==> src/rtl/updown_repeat_counter.sv <==
// Debounced up/down push-button counter with auto-repeat, wrap or saturate at
// the bounds, registered min/max flags and a synchronous load.
module updown_repeat_counter #(
    parameter int WIDTH           = 8,
    parameter int MAX_VAL         = 2**WIDTH - 1,
    parameter int DEBOUNCE_CYCLES = 4,
    parameter int REPEAT_DELAY    = 8,
    parameter int REPEAT_PERIOD   = 4,
    parameter int SATURATE        = 0
) (
    input  logic             clk,
    input  logic             reset,
    input  logic             up,
    input  logic             down,
    input  logic             load,
    input  logic [WIDTH-1:0] load_value,
    output logic [WIDTH-1:0] count,
    output logic             at_max,
    output logic             at_min,
    output logic             wrapped,
    output logic [1:0]       dbg_state
);
    localparam int DB_W    = $clog2(DEBOUNCE_CYCLES + 1);
    localparam int TMR_MAX = (REPEAT_DELAY > REPEAT_PERIOD) ? REPEAT_DELAY : REPEAT_PERIOD;
    localparam int TMR_W   = (TMR_MAX < 1) ? 1 : $clog2(TMR_MAX + 1);
    localparam logic [WIDTH:0] MAX_EXT = (WIDTH+1)'(MAX_VAL);

    typedef enum logic [1:0] {IDLE = 2'd0, HOLD_UP = 2'd1, HOLD_DN = 2'd2, BLOCK = 2'd3} state_t;

    state_t            state_q, state_d;
    logic [1:0]        db_lvl_q, db_lvl_d, db_prev_q;
    logic [DB_W-1:0]   db_cnt_q [2];
    logic [DB_W-1:0]   db_cnt_d [2];
    logic [TMR_W-1:0]  tmr_q, tmr_d;
    logic [WIDTH-1:0]  count_q, count_d;
    logic              at_max_q, at_max_d, at_min_q, at_min_d, wrapped_q, wrapped_d;
    logic [1:0]        raw;
    logic              db_up, db_dn, rise_up, rise_dn, expire, step_up, step_dn;

    assign raw     = {down, up};
    assign db_up   = db_lvl_q[0];
    assign db_dn   = db_lvl_q[1];
    assign rise_up = db_lvl_q[0] & ~db_prev_q[0];
    assign rise_dn = db_lvl_q[1] & ~db_prev_q[1];
    assign expire  = (REPEAT_DELAY != 0) && (tmr_q == TMR_W'(1));

    // A differing sample advances the counter; D in a row flips the level.
    always_comb begin
        for (int i = 0; i < 2; i++) begin
            db_lvl_d[i] = db_lvl_q[i];
            db_cnt_d[i] = '0;
            if (raw[i] != db_lvl_q[i]) begin
                if (db_cnt_q[i] == DB_W'(DEBOUNCE_CYCLES - 1))
                    db_lvl_d[i] = raw[i];
                else
                    db_cnt_d[i] = db_cnt_q[i] + 1'b1;
            end
        end
    end

    // State register
    always_ff @(posedge clk) begin
        if (reset) state_q <= IDLE;
        else       state_q <= state_d;
    end

    // Next-state and repeat timer
    always_comb begin
        state_d = state_q;
        tmr_d   = tmr_q;
        case (state_q)
            IDLE: begin
                tmr_d = '0;
                if (db_up && db_dn) begin
                    state_d = BLOCK;
                end else if (rise_up) begin
                    state_d = HOLD_UP;
                    tmr_d   = TMR_W'(REPEAT_DELAY);
                end else if (rise_dn) begin
                    state_d = HOLD_DN;
                    tmr_d   = TMR_W'(REPEAT_DELAY);
                end else if (db_up || db_dn) begin
                    state_d = BLOCK;
                end
            end
            HOLD_UP, HOLD_DN: begin
                if ((state_q == HOLD_UP) ? !db_up : !db_dn) begin
                    state_d = IDLE;
                    tmr_d   = '0;
                end else if ((state_q == HOLD_UP) ? db_dn : db_up) begin
                    state_d = BLOCK;
                    tmr_d   = '0;
                end else if (expire) begin
                    tmr_d = TMR_W'(REPEAT_PERIOD);
                end else if (tmr_q != '0) begin
                    tmr_d = tmr_q - 1'b1;
                end
            end
            default: begin
                tmr_d = '0;
                if (!db_up && !db_dn) state_d = IDLE;
            end
        endcase
    end

    // Step outputs of the FSM
    always_comb begin
        step_up = 1'b0;
        step_dn = 1'b0;
        case (state_q)
            IDLE: begin
                step_up = rise_up && !db_dn;
                step_dn = rise_dn && !db_up;
            end
            HOLD_UP: step_up = db_up && !db_dn && expire;
            HOLD_DN: step_dn = db_dn && !db_up && expire;
            default: ;
        endcase
    end

    // Count datapath: load beats any step; WIDTH+1 bits so a short MAX_VAL wraps cleanly.
    always_comb begin
        count_d   = count_q;
        wrapped_d = 1'b0;
        if (load) begin
            count_d = ({1'b0, load_value} > MAX_EXT) ? MAX_EXT[WIDTH-1:0] : load_value;
        end else if (step_up) begin
            if ({1'b0, count_q} >= MAX_EXT) begin
                wrapped_d = 1'b1;
                if (SATURATE == 0) count_d = '0;
            end else begin
                count_d = count_q + 1'b1;
            end
        end else if (step_dn) begin
            if (count_q == '0) begin
                wrapped_d = 1'b1;
                if (SATURATE == 0) count_d = MAX_EXT[WIDTH-1:0];
            end else begin
                count_d = count_q - 1'b1;
            end
        end
        at_max_d = ({1'b0, count_d} == MAX_EXT);
        at_min_d = (count_d == '0);
    end

    always_ff @(posedge clk) begin
        if (reset) begin
            db_lvl_q  <= '0;
            db_prev_q <= '0;
            db_cnt_q  <= '{default: '0};
            tmr_q     <= '0;
            count_q   <= '0;
            at_max_q  <= (MAX_VAL == 0);
            at_min_q  <= 1'b1;
            wrapped_q <= 1'b0;
        end else begin
            db_lvl_q  <= db_lvl_d;
            db_prev_q <= db_lvl_q;
            db_cnt_q  <= db_cnt_d;
            tmr_q     <= tmr_d;
            count_q   <= count_d;
            at_max_q  <= at_max_d;
            at_min_q  <= at_min_d;
            wrapped_q <= wrapped_d;
        end
    end

    assign count     = count_q;
    assign at_max    = at_max_q;
    assign at_min    = at_min_q;
    assign wrapped   = wrapped_q;
    assign dbg_state = state_q;
endmodule
==> config.mk <==
export PLATFORM = sky130hd
export DESIGN_NAME = updown_repeat_counter
export DESIGN_NICKNAME = d
export VERILOG_FILES = /design/src/rtl/updown_repeat_counter.sv
export SDC_FILE = /design/constraint.sdc
export NUM_CORES = 1
export LEC_CHECK = 0
export BUFFER_PORTS_ARGS = -buffer_cell sky130_fd_sc_hd__buf_2
export CAP_MARGIN = 20
export CORE_MARGIN = 8
export CORE_UTILIZATION = 35
export DETAILED_ROUTE_END_ITERATION = 16
export PLACE_DENSITY_LB_ADDON = 0.1
export REMOVE_ABC_BUFFERS = 1
export SLEW_MARGIN = 20
export SYNTH_ARGS = -nofsm -noshare
export SYNTH_HDL_FRONTEND = slang
export SYNTH_SLANG_ARGS = --single-unit
==> constraint.sdc <==
create_clock -name clk -period 2.3 [get_ports clk]
set_input_delay 0.115 -clock clk [delete_from_list [all_inputs] [get_ports clk]]
set_output_delay 0.115 -clock clk [all_outputs]
set_load 0.01 [all_outputs]
# [After elaboration in Yosys (flattened, before gate mapping)]
# Cells that the tools add are included.
[word_totals] reg_bits=27 in_bits=13 out_inout_bits=13 wordCells=86
[op_classes] add_sub_neg=5 magnitude_cmp=1 eq_ne=11 muxes=29 bitwise=6 reduce_logical=23
[ops] op="8-bit two-way mux" count=5
[ops] op="4-bit two-way mux" count=7
[ops] op="8-bit zero test" count=2
[ops] op="2-bit two-way mux" count=7
[ops] op="5-bit != test, second input constant" count=2
[ops] op="8-bit by 1-bit adder with 8-bit output, second input constant" count=1
[ops] op="8-bit equality test, second input constant" count=1
[ops] op="8-bit greater-or-equal comparator, second input constant" count=1
[ops] op="1-bit logical AND" count=8
[ops] op="4-bit one-hot mux with 2 select lines" count=1
[ops] op="8-bit by 1-bit subtractor with 8-bit output, second input constant" count=1
[ops] op="3-bit by 1-bit adder with 3-bit output, second input constant" count=2
[ops] op="3-bit by 2-bit equality test with 1-bit output, second input constant" count=2
[ops] op="1-bit two-way mux" count=6
[ops] op="3-bit OR reduction" count=2
[ops] op="4-bit by 1-bit equality test with 1-bit output, second input constant" count=1
[ops] op="1-bit inverter" count=4
[ops] op="1-bit one-hot mux with 2 select lines" count=2
[ops] op="2-bit one-hot mux with 2 select lines" count=1
[ops] op="2-bit AND reduction" count=2
[ops] op="4-bit nonzero test" count=1
[ops] op="2-bit OR reduction" count=2
[ops] op="4-bit by 1-bit subtractor with 4-bit output, second input constant" count=1
[ops] op="3-bit != test, second input constant" count=1
[ops] op="other kinds (9)" count=12

# [Logic depth before layout (Yosys ltp)]
[logic_depth] ltp_word=8 ltp_mapped=9

# [Worst setup path after synthesis]
# OpenSTA, ideal clock, no wires.
[synth_path] path_kind="register -> register" from="reg count_q[3], in the netlist count[3]" to="reg at_max_q, in the netlist at_max" arrival_ns=2.476 setup_slack_ns=-0.263 stages_incl_launch_ff=9 path_buffers=1 path_cell_list="dfxtp_1 > buf_2 > or4_4 > nor4b_4 > and2_2 > o41ai_1 > a211o_1 > or3_1 > nor4_2"
[synth_between] elab_chain_cells=6
[synth_rtl] element="from (decl)" line="35" source="logic [WIDTH-1:0] count_q, count_d;"
[synth_rtl] element="from (signal assigned)" line="161" source="count_q <= count_d;"
[synth_rtl] element="8-bit by 1-bit subtractor with 8-bit output or 8-bit zero test (tied branches)" line="139, 135"
[synth_rtl] element="8-bit two-way mux" line="135" source="if (count_q == '0) begin"
[synth_rtl] element="8-bit two-way mux" line="134" source="end else if (step_dn) begin"
[synth_rtl] element="8-bit two-way mux *" line="127" source="end else if (step_up) begin"
[synth_rtl] element="8-bit two-way mux *" line="125" source="if (load) begin"
[synth_rtl] element="8-bit equality test *" line="142" source="at_max_d = ({1'b0, count_d} == MAX_EXT);"
[synth_rtl] element="to (signal assigned)" line="153" source="at_max_q <= (MAX_VAL == 0);"
[synth_rtl] element="to (signal assigned)" line="162" source="at_max_q <= at_max_d;"
[synth_rtl] element="to (decl)" line="36" source="logic at_max_q, at_max_d, at_min_q, at_min_d, wrapped_q, wrapped_d;"
# Every way passes the cells marked *; elsewhere a longest branch is shown, timed or not.
# A chain may end at the register's enable or synchronous reset.

# [Worst setup path in the final report]
[layout_path] from="reg state_q[0], in the netlist dbg_state[0]" to="reg at_max_q, in the netlist at_max"
[layout_between] elab_chain_cells=6
[layout_rtl] element="from (decl)" line="30" source="state_t state_q, state_d;"
[layout_rtl] element="from (signal assigned)" line="64" source="else state_q <= state_d;"
[layout_rtl] element="2-bit equality test or 2-bit zero test (tied branches)" line="110" source="case (state_q)"
[layout_rtl] element="1-bit one-hot mux with 2 select lines" line="110"
[layout_rtl] element="8-bit two-way mux" line="134"
[layout_rtl] element="8-bit two-way mux *" line="127"
[layout_rtl] element="8-bit two-way mux *" line="125"
[layout_rtl] element="8-bit equality test *" line="142"
# Marked as above.

==> impl_metrics.py <==
metrics = {
    "logic_synthesis": {
        "ys_ff_latch": 27,
        "ys_warn_count": 0,
        "synth_top_area_share_pct": 31.9,
        "netlist_top_cells_area": "dfxtp_1 (32%), ha_1 (10%), nor2_1 (5.8%), o21ai_0 (4.1%), xor2_1 (3.6%)",
        "dominantRegCellSynth": "dfxtp_1",
        "synth_enable_flop_cells": 0,
        "syn_inst": 205,
        "synth_top_area_cell": "dfxtp_1",
        "avgSynthCellArea_um2": 8.26,
        "yosysSeqAreaShare_pct": 31.9,
        "async_flop_share_pct": 0,
        "synth_cell_type_count": 53,
        "syn_area_mm2": 0.00169,
    },
    "setup_path": {
        "cp-endpoint": "at_max$_SDFF_PP0_",
        "path_class": "reg2reg",
        "cp.depth": 10,
        "r2r_slack_ns": -0.08,
        "cp_data_required_time_ns": 2.51,
        "crit_start": "dbg_state[0]$_SDFFE_PP0P_",
        "endpoint_kind": "register",
        "arrival_ns": 2.58,
        "r2r_cells": 10,
        "slowest_stage": "or3_1",
        "max_stage_delay_ns": 0.42,
        "crit_fanout": 4,
        "r2r-end": "at_max$_SDFF_PP0_",
        "cp-start-kind": "register",
        "crit_family": "simple AND/OR/NAND/NOR gates",
        "r2r-start": "dbg_state[0]$_SDFFE_PP0P_",
        "crit_buf_inv": 2,
        "path_cells": "inv_4 > buf_4 > ha_4 > nor2b_1 > o21a_1 > o21ai_0 > o221ai_1 > o21ai_1 > or3_1 > nor4_4",
    },
    "cells_and_area": {
        "syn2layout_area_growth_pct": 46.8,
        "n_fill_cell": 469,
        "final_util_pct": 53.0,
        "nets": 309,
        "layout-drive-gt1-share_pct": 42.3,
        "diodes": 0,
    },
    "clocking": {
        "cts_inserted_buffers": 3,
        "cts_tree": "built",
        "ctsHtreeMaxLevel": 1,
        "clk_root_buffer_cell": "clkbuf_8",
        "clk_path_buf_depth": 2,
        "clk_pin_slew_worst_paths_ns": 0.10,
        "clock_sinks": 27,
        "hold_buffers": 0,
        "clock_latency_ns": 0.28,
    },
    "detailed_routing": {
        "wl_per_cell_um": 14.6,
        "drt_wl_total_um": 4900,
        "via_per_inst": 5.21,
        "dr.first_iter.drc_count": 55,
        "vias": 1747,
        "drc": 0,
        "final_antenna_net_count": 0,
        "dr.pass1.iters": 4,
    },
    "grt": {
        "grt_pass1_wl_um": 8120,
        "grt_pass1_vias": 1752,
        "globalRouteOverflowTotal": 0,
        "grt_usage_pct": 13.5,
        "grt_start_max_net_pins": 17,
        "grt_antenna_before_repair": 0,
    },
    "power": {
        "p_total_mw": 1.59,
        "power_density_mw_per_mm2": 639,
        "vdd_ir_drop_max_mv": 0.319,
        "p_leak_nw": 1.06,
    },
    "min_path": {
        "min_path_type": "in2reg",
    },
    "placement": {
        "hpwlAfterDp_um": 3600,
        "place_congestion": 0.889,
        "numPortBuffers": 25,
        "pre_cts_ws_ns": -0.262,
    },
    "run_status": {
        "violations": "setup timing",
        "status": "finished, violations left",
    },
    "timing": {
        "slew_headroom_pct": 57.6,
        "fin_crit_ns": 2.38,
        "finalWorstSetupSlack_ns": -0.0760,
        "setup_viol": 2,
        "hold_viol": 0,
        "maxSlewViolCount": 0,
        "tightest_slew_ns": 0.628,
        "period_share_pct": 103,
        "rsz0062_at_grt": "yes",
        "skew_ns": 0.00475,
        "setup_tns_ns": -0.128,
        "clock.fmax_ghz": 0.421,
    },
    "floorplan": {
        "dieArea_mm2": 0.00732,
        "die_h_um": 85.6,
        "core_mm2": 0.00469,
        "rows": 25,
        "num_io_pins": 26,
        "die_width_um": 85.6,
        "start_util_pct": 36.1,
    },
    "flow_run": {
        "timing.max_cap.violations": 0,
    },
}
==> cell usage in the layout (no fill, tap or decap), types with 7 or more instances in the layout <==
| cell | netlist | routed |
|---|---|---|
| buf_4 | 0 | 51 |
| nor2_1 | 26 | 26 |
| buf_2 | 1 | 25 |
| dfxtp_1 | 27 | 22 |
| ha_1 | 14 | 11 |
| inv_1 | 13 | 10 |
| o21ai_0 | 14 | 10 |
| a21oi_1 | 10 | 10 |
| nand2_1 | 9 | 9 |
| nor2b_1 | 8 | 7 |
| nor3_1 | 8 | 7 |
| xor2_1 | 7 | 7 |
==> power breakdown <==
part	switching, mW	internal [mW]	total (mW)
Sequential	0.0386	0.511	0.550
Clock	0.169	0.124	0.292
Combinational	0.352	0.394	0.746
Total	0.559	1.03	1.59
==> state kept, by name, summed over array words and instances, names as in the netlist <==
register   cells
db_lvl_q       2
db_cnt_q       6
at_max         1
db_prev_q      2
at_min         1
tmr_q          4
dbg_state      2
wrapped        1
count          8
==> area by class of cell <==
cell class | instances | area [µm²] | area share [%]
clock buffer | 3 | 41.3 | 1.66
clock inverter | 1 | 7.51 | 0.302
inverter | 14 | 55.1 | 2.21
multi-input combinational | 158 | 1230 | 49.6
sequential | 27 | 552 | 22.2
tap | 54 | 67.6 | 2.72
timing repair buffer | 78 | 531 | 21.3
==> worst min-delay path by stage <==
stage                      from                       end  slack (ns)  cells past startpoint
after detailed placement   down  db_lvl_q[1]$_SDFFE_PP0P_        0.39                      3
after CTS                  down  db_lvl_q[1]$_SDFFE_PP0P_        0.09                      3
after floorplan           reset   db_prev_q[1]$_SDFF_PP0_        0.18                      1
after global placement     down  db_lvl_q[1]$_SDFFE_PP0P_        0.38                      3
after global routing         up  db_lvl_q[0]$_SDFFE_PP0P_        0.14                      3
final                      down  db_lvl_q[1]$_SDFFE_PP0P_        0.09                      3
==> Yosys cell counts, types with 3 or more instances <==
library cell	number
a21oi_1	10
and3_1	3
clkbuf_1	4
dfxtp_1	27
ha_1	14
inv_1	13
nand2_1	9
nand2b_1	3
nand3_1	4
nor2_1	26
nor2b_1	8
nor3_1	8
o21ai_0	14
or3_1	4
xor2_1	7
==> routing by layer <==
metal | share of wire [%] | wire (µm) | track usage [%] | up-vias
met5 | 0 | 0 | 0 | -
li1 | - | - | - | 889
met1 | 47 | 2330 | 16.4 | 831
met4 | 0.94 | 46 | 4.30 | 0
met3 | 4.4 | 217 | 2.87 | 5
met2 | 47 | 2310 | 23.1 | 22
==> stage by stage <==
step / area, µm² / hold slack [ns] / cells
finish: 2490 / 0.0880 / 335
global route: 2490 / 0.140 / 335
floorplan: 1660 / 0.182 / 199
global placement: 2200 / 0.380 / 324
detailed placement: 2200 / 0.387 / 324
CTS: 2400 / 0.0854 / 332
==> cell families (layout without fill, tap and decap cells) <==
family,count (synthesis),count (layout),synth area share (%)
compound gates,49,49,18.8
xor+xnor,9,9,4.65
fa+ha+maj,14,14,10.3
buf+inv,20,96,4.95
flops,27,27,31.9
mux,2,2,1.18
simple gates,84,84,28.1
==> worst reg2reg max path, stage by stage, from the launching register on <==
cell and delay, ns:
dfxtp_4 0.37, inv_4 0.07, buf_4 0.12, ha_4 0.13, nor2b_1 0.26, o21a_1 0.20
o21ai_0 0.22, o221ai_1 0.26, o21ai_1 0.12, or3_1 0.42, nor4_4 0.14
==> repair_timing <==
action,4_1_cts,5_1_grt
hold endpoints to repair,0,0
resized for setup,32,14
setup endpoints to repair,3,4
pin swaps,16,11
buffers inserted,7,3
Power figures use the tool's default switching activity.
